[src/rtl/tlul_sram_resp.sv]
// tlul_sram_resp: TL-UL device responder driving a single-port synchronous SRAM,
// with a one-stage pipeline and a 2-entry response buffer.
package tlul_pkg;
    localparam logic [2:0] PutFullData    = 3'd0;
    localparam logic [2:0] PutPartialData = 3'd1;
    localparam logic [2:0] Get            = 3'd4;
    localparam logic [2:0] AccessAck      = 3'd0;
    localparam logic [2:0] AccessAckData  = 3'd1;

    typedef struct packed {
        logic        a_valid;
        logic [2:0]  a_opcode;
        logic [2:0]  a_param;
        logic [1:0]  a_size;
        logic [7:0]  a_source;
        logic [31:0] a_address;
        logic [3:0]  a_mask;
        logic [31:0] a_data;
        logic        d_ready;
    } tl_h2d_t;

    typedef struct packed {
        logic        d_valid;
        logic [2:0]  d_opcode;
        logic [2:0]  d_param;
        logic [1:0]  d_size;
        logic [7:0]  d_source;
        logic        d_sink;
        logic [31:0] d_data;
        logic        d_error;
        logic        a_ready;
    } tl_d2h_t;
endpackage

module tlul_sram_resp #(
    parameter int Depth = 2048,
    parameter int AW    = $clog2(Depth)
) (
    input  logic               clk_i,
    input  logic               rst_i,
    input  tlul_pkg::tl_h2d_t  tl_i,
    output tlul_pkg::tl_d2h_t  tl_o,
    output logic               mem_req_o,
    output logic               mem_we_o,
    output logic [AW-1:0]      mem_addr_o,
    output logic [31:0]        mem_wdata_o,
    output logic [31:0]        mem_wmask_o,
    input  logic [31:0]        mem_rdata_i
);
    import tlul_pkg::*;

    typedef struct packed {
        logic [2:0]  op;
        logic [1:0]  size;
        logic [7:0]  source;
        logic [31:0] data;
        logic        err;
    } rsp_t;

    logic       s1_valid_q, s1_get_q, s1_err_q;
    logic [1:0] s1_size_q;
    logic [7:0] s1_source_q;
    rsp_t       fifo_q [2];
    logic       wptr_q, rptr_q;
    logic [1:0] fifo_cnt_q, cnt_q, cnt_d;
    logic       a_ready, accept, err, op_ok, misaligned, oob;
    logic       fifo_empty, d_valid, d_hs, push, pop;
    rsp_t       s1_rsp, head;
    logic       unused_param;

    assign unused_param = ^tl_i.a_param;

    assign op_ok = tl_i.a_opcode == Get || tl_i.a_opcode == PutFullData ||
                   tl_i.a_opcode == PutPartialData;
    assign misaligned = (tl_i.a_size == 2'd1 && tl_i.a_address[0]) ||
                        (tl_i.a_size == 2'd2 && |tl_i.a_address[1:0]);
    assign oob = {2'b0, tl_i.a_address[31:2]} >= 32'(Depth);
    assign err = !op_ok || tl_i.a_size == 2'd3 || misaligned || oob;

    // Credit counts everything accepted but not yet returned, so a_ready never
    // depends combinationally on a_valid or d_ready.
    assign a_ready = !rst_i && cnt_q < 2'd2;
    assign accept  = tl_i.a_valid && a_ready;

    assign mem_req_o   = accept && !err;
    assign mem_we_o    = tl_i.a_opcode != Get;
    assign mem_addr_o  = tl_i.a_address[AW+1:2];
    assign mem_wdata_o = tl_i.a_data;
    assign mem_wmask_o = {{8{tl_i.a_mask[3]}}, {8{tl_i.a_mask[2]}},
                          {8{tl_i.a_mask[1]}}, {8{tl_i.a_mask[0]}}};

    assign s1_rsp = '{op:     s1_get_q ? AccessAckData : AccessAck,
                      size:   s1_size_q,
                      source: s1_source_q,
                      data:   s1_get_q ? (s1_err_q ? 32'hFFFF_FFFF : mem_rdata_i) : 32'h0,
                      err:    s1_err_q};

    assign fifo_empty = fifo_cnt_q == 2'd0;
    assign head       = fifo_empty ? s1_rsp : fifo_q[rptr_q];
    assign d_valid    = !fifo_empty || s1_valid_q;
    assign d_hs       = !rst_i && d_valid && tl_i.d_ready;
    assign pop        = !fifo_empty && d_hs;
    // S1 only bypasses to D when nothing older is queued.
    assign push       = s1_valid_q && !(fifo_empty && d_hs);
    assign cnt_d      = cnt_q + {1'b0, accept} - {1'b0, d_hs};

    always_comb begin
        tl_o = '0;
        tl_o.a_ready = a_ready;
        if (!rst_i) begin
            tl_o.d_valid  = d_valid;
            tl_o.d_opcode = head.op;
            tl_o.d_size   = head.size;
            tl_o.d_source = head.source;
            tl_o.d_data   = head.data;
            tl_o.d_error  = head.err;
        end
    end

    always_ff @(posedge clk_i) begin
        if (rst_i) begin
            s1_valid_q  <= 1'b0;
            s1_get_q    <= 1'b0;
            s1_err_q    <= 1'b0;
            s1_size_q   <= '0;
            s1_source_q <= '0;
            wptr_q      <= 1'b0;
            rptr_q      <= 1'b0;
            fifo_cnt_q  <= '0;
            cnt_q       <= '0;
        end else begin
            s1_valid_q <= accept;
            if (accept) begin
                s1_get_q    <= tl_i.a_opcode == Get;
                s1_err_q    <= err;
                s1_size_q   <= tl_i.a_size;
                s1_source_q <= tl_i.a_source;
            end
            if (push) begin
                fifo_q[wptr_q] <= s1_rsp;
                wptr_q         <= !wptr_q;
            end
            if (pop) rptr_q <= !rptr_q;
            fifo_cnt_q <= fifo_cnt_q + {1'b0, push} - {1'b0, pop};
            cnt_q      <= cnt_d;
        end
    end
endmodule

[config.mk]
export PLATFORM = sky130hd
export DESIGN_NAME = tlul_sram_resp
export DESIGN_NICKNAME = d
export VERILOG_FILES = /design/src/rtl/tlul_sram_resp.sv
export SDC_FILE = /design/constraint.sdc
export NUM_CORES = 1
export LEC_CHECK = 0
export ABC_AREA = 1
export CORE_UTILIZATION = 34
export CTS_BUF_LIST = sky130_fd_sc_hd__clkbuf_2 sky130_fd_sc_hd__clkbuf_4 sky130_fd_sc_hd__clkbuf_8
export CTS_CLUSTER_SIZE = 25
export DETAILED_ROUTE_END_ITERATION = 10
export GPL_ROUTABILITY_DRIVEN = 1
export PLACE_DENSITY = 0.78
export SKIP_CTS_REPAIR_TIMING = 1
export SKIP_LAST_GASP = 1
export SLEW_MARGIN = 40
export SYNTH_ARGS = -nofsm -noshare
export SYNTH_HDL_FRONTEND = slang
export SYNTH_SLANG_ARGS = --single-unit
[constraint.sdc]
create_clock -name clk_i -period 5.65 [get_ports clk_i]
set_input_delay 1.695 -clock clk_i [delete_from_list [all_inputs] [get_ports clk_i]]
set_output_delay 1.695 -clock clk_i [all_outputs]
set_load 0.02 [all_outputs]
After elaboration in Yosys (flattened, before gate mapping):

Memories as Yosys holds them, arrays and structs flattened. A register that Yosys moved wholly into a read port is not among the register bits.
Cells that the tools add are included.

* bitwise gates (word level): 0
* add/sub/neg operators: 4
* shift-type cells: 0
* reduce and logical (&&, ||, !) cells: 27
* div/mod/pow operators: 0
* equality and inequality tests: 6
* mux-type cells: 12
* multiply operators: 0
* magnitude comparators: 2

Operator list (number)
* 32-bit two-way mux: 2
* 46-bit two-way mux: 1
* 33-bit two-way mux: 1
* 30-bit by 12-bit greater-or-equal comparator with 1-bit output, second input constant: 1
* 1-bit logical AND: 10
* 10-bit two-way mux: 1
* 1-bit logical NOT: 7
* 1-bit logical OR: 7
* 1-bit two-way mux: 6
* 2-bit by 1-bit adder with 2-bit output: 2
* 2-bit equality test, second input constant: 2
* 4-bit two-way mux: 1
* 2-bit by 1-bit subtractor with 2-bit output: 2
* 3-bit by 1-bit equality test with 1-bit output, second input constant: 1
* 3-bit equality test, second input constant: 1
* 3-bit logical NOT: 1
* 3-bit inequality test, second input constant: 1
* 2-bit by 1-bit equality test with 1-bit output, second input constant: 1
* 2-bit logical NOT: 1
* 2-bit < comparator, second input constant: 1
* 2-bit OR reduction: 1

* RAM bits: 88
* bits in latches: 0
* logic and storage cells: 61
* bits in registers: 19
* memories kept: 1
* input bits: 120
* ROM bits: 0
* output and inout port bits: 129

Memory list
* fifo_q: words 2, width 44, rd ports 1, clocked after Yosys merged registers in 1, wr ports 1, RTL line 63 `rsp_t fifo_q [2];`

Longest topological paths before layout:

* word-level depth: 11
* gate-level depth with buffers: 11
* depth with buffers taken out: 10

Worst setup path after synthesis:

OpenSTA, ideal clock, no wires.

* kind: in2reg
* start point: input port rst_i
* end point: memory fifo_q[1][0] (netlist name), enable pin
* path buffers: 1
* path slack: 1.341 ns
* stages on the path: 4
* arrival: 3.863 ns
* data required time: 5.204 ns
* setup time: 0.446 ns
* path through: inv_2 > buf_6 > nand2_1 > nor2_1

* word-level cells in the longest chain between the ends: 9

RTL lines
* from (decl): RTL line 40 `input logic rst_i,`
* 1-bit logical NOT
* 1-bit logical AND (2 in series): RTL line 101 `assign d_hs = !rst_i && d_valid && tl_i.d_ready;`
* 1-bit logical AND: RTL line 104 `assign push = s1_valid_q && !(fifo_empty && d_hs);`
* 1-bit logical NOT: RTL line 104
* 1-bit logical AND: RTL line 104
* 1-bit two-way mux: RTL line 139 `if (push) begin`
* 1-bit two-way mux *: RTL line 121 `if (rst_i) begin`
* 1-bit two-way mux (implied by the code) *: RTL line 140 `fifo_q[wptr_q] <= s1_rsp;`
* to (decl): RTL line 63

Every way passes the cells marked *; elsewhere a longest branch is shown, timed or not.

Worst setup path after layout:

* start point: input port rst_i
* end point: output port mem_req_o

* word-level cells in the longest chain between the ends: 4

RTL lines
* 1-bit logical NOT
* 1-bit logical AND: RTL line 82 `assign a_ready = !rst_i && cnt_q < 2'd2;`
* 1-bit logical AND: RTL line 83 `assign accept = tl_i.a_valid && a_ready;`
* 1-bit logical AND: RTL line 85 `assign mem_req_o = accept && !err;`
* to (decl): RTL line 43 `output logic mem_req_o,`

No other way between the ends.

==> flow_summary_export.csv <==
group,metric,value,unit
placement,gp_congestion,0.7074,
sta,hold_viol,0,
synth,synth.distinct_cells,28,
synth,synth.area.top_cells,"edfxtp_1 47%, buf_4 11%, nand2_1 8.0%, dfxtp_1 7.1%, nor2_1 5.9%",
hold_path,min_from,"s1_source_q[6]$_SDFFE_PP0P_",
synth,synth_most_common_cell,"nand2_1",
sta,finClkSkew,12.08,ps
detailed_routing,ant_nets,0,
sta,max_slew.worst_pin.slew,795.6,ps
detailed_routing,vias_per_cell,4.652,
critical_path,start_kind,"input pin",
synth,seq_area_frac_synth,54.18,%
clock_tree,cts_root_buffer,"clkbuf_8",
synth,syn_avg_cell_area,9.701,sq um
placement,io_buffers,117,
floorplan,fp-row-count,46,
outcome,status,"complete, no violations",
detailed_routing,wl,11820,um
synth,synth_top_area_share,47.05,%
floorplan,initial_core_util,35.10,%
floorplan,core_area,16000,sq um
global_route,grt_pass1_wl,18910,um
synth,ys_async_sr_fraction,0,%
floorplan,ios,249,
job,cap_violations,0,
sta,tns,0,ps
sta,rsz0062_at_grt,"no",
synth,synth_area,5617,sq um
sta,setup_viol,0,
floorplan,die_w,130.5,um
clock_tree,numClockSinks,108,
hold_path,hold_path.class,"reg2reg",
synth,netlist_instances,579,
sta,slew_viol_final,0,
final_layout,nNetsFinal,730,
detailed_routing,drt_iter0_drc,183,
clock_tree,clockBufferDepth,2,
floorplan,die_y,130.5,um
power_and_ir_drop,power_density,270.3,nW/um^2
global_route,grt_usage,14.63,%
sta,clock.fmax,0.1884,GHz
final_layout,area_growth_syn_to_layout,16.33,%
clock_tree,cts_max_level,3,
clock_tree,cts_tree,"done",
critical_path,cp_data_required_time,3950,ps
placement,hpwlAfterDp,7341,um
final_layout,utilization,40.84,%
critical_path,cp.arrival,3610,ps
global_route,grt_max_degree,90,
sta,max-slew-margin-rel,46.84,%
critical_path,r2r-start,"fifo_cnt_q[1]$_SDFF_PP0_",
power_and_ir_drop,ir_drop,0.1097,mV
clock_tree,clk_pin_slew,100,ps
critical_path,endpoint_kind,"primary output",
power_and_ir_drop,p_leak,2.634,nW
synth,synth_flop_cell,"edfxtp_1",
global_route,overflow,0,
detailed_routing,avgRoutedWirePerCell,14.29,um
detailed_routing,first_pass_iters,4,
synth,synth_top_area_cell,"edfxtp_1",
critical_path,path_class,"in2out",
critical_path,crit_fanout,14,
critical_path,startpoint,"rst_i",
detailed_routing,vias,3847,
sta,layout_min_cycle_time,5308,ps
synth,yosys_warnings,0,
final_layout,drive_gt1_share,6.383,%
synth,ys_top_cells_by_count,"120 x nand2_1, 88 x edfxtp_1, 88 x nor2_1",
synth,synth_edf_count,88,
synth,ys_ff_latch,108,
clock_tree,clk_latency,380,ps
global_route,antenna_found_initial,0,
sta,post-route-period-util,93.96,%
floorplan,dieArea,17040,sq um
clock_tree,numCtsBuffers,9,
global_route,grt_pass1_vias,3756,
detailed_routing,drcViolationCount,0,
final_layout,antennaDiodeCount,0,
-- power breakdown --
group	internal, mW	total (mW)	switching [mW]
Sequential	0.896	0.922	0.0262
Combinational	0.183	0.406	0.223
Clock	0.170	0.438	0.268
-- per-layer routing --
metal | global-route usage [%] | vias to the layer above | wire [um]
met5 | 0 | - | 0
met3 | 2.809 | 50 | 613
met2 | 24.59 | 112 | 5750
met1 | 17.59 | 1772 | 5057
met4 | 8.316 | 0 | 398
li1 | - | 1913 | -
-- worst max-delay path, stage by stage --
cell and delay [ps]:
clkdlybuf4s50_1 440, buf_4 180, nor2_4 140, nand2_4 150, nor2_2 130, nand2_1 50
o21ai_1 70, inv_1 50, nor2_1 100, clkdlybuf4s50_1 610
-- final timing paths --
kind / to / slack (ps) / cells after the start
setup reg to reg: fifo_q[1][27]$_DFFE_PP_ / 3540 / 5
setup / recovery: mem_req_o / 340 / 10
hold / removal: fifo_q[0][39]$_DFFE_PP_ / 490 / 0
hold reg to reg: fifo_q[0][39]$_DFFE_PP_ / 490 / 0
-- cell families (layout without fill, tap and decap cells) --
family	after synthesis	after routing	synth area share, %
compound gates	71	71	9.735
fa+ha+maj	4	4	0.8911
simple gates	257	257	18.80
buf+inv	136	163	16.02
other cells	1	6	0.06677
flops	108	108	54.18
xor+xnor	2	2	0.3119
-- through the flow --
| stage | area (sq um) | std cells | power (mW) | worst slack, ps | hold slack [ps] |
|---|---|---|---|---|---|
| floorplan | 5635 | 584 | 1.257 | 1341 | 420.2 |
| global placement | 6349 | 811 | 1.343 | 381.6 | 451.5 |
| detailed placement | 6354 | 811 | 1.351 | 352.8 | 462.5 |
| CTS | 6529 | 827 | 1.791 | 334.8 | 487.3 |
| global route | 6534 | 827 | 1.855 | 207.1 | 495.1 |
| finish | 6534 | 827 | 1.766 | 341.5 | 485.5 |
-- cell usage in the layout, fill, tap and decap left out, drive strengths merged, types with 2 or more instances in the layout --
cell / n
a31oi: 13
nand2: 121
conb: 6
ha: 4
clkbuf: 10
nand3: 42
o211a: 32
o21ai: 20
clkdlybuf4s50: 117
dfxtp: 20
inv: 26
buf: 9
edfxtp: 88
a21oi: 6
nand4: 2
nor2: 91
-- area by class of cell --
class / count / area (sq um)
well taps: 216 / 270.3
clock inverters: 6 / 43.79
multi-input cells: 340 / 1700
fillers: 1568 / 9467
clock buffers: 10 / 131.4
repair buffers: 126 / 1251
flip-flops and latches: 108 / 3048
inverters: 21 / 88.84
-- registers in the layout (all words and copies together) (netlist names), named ones only --
signal and flops:
fifo_q 88, s1_source_q 8, cnt_q 2, fifo_cnt_q 2, s1_size_q 2, rptr_q 1
s1_err_q 1, s1_get_q 1, s1_valid_q 1, wptr_q 1
(Power assumes the default switching activity.)
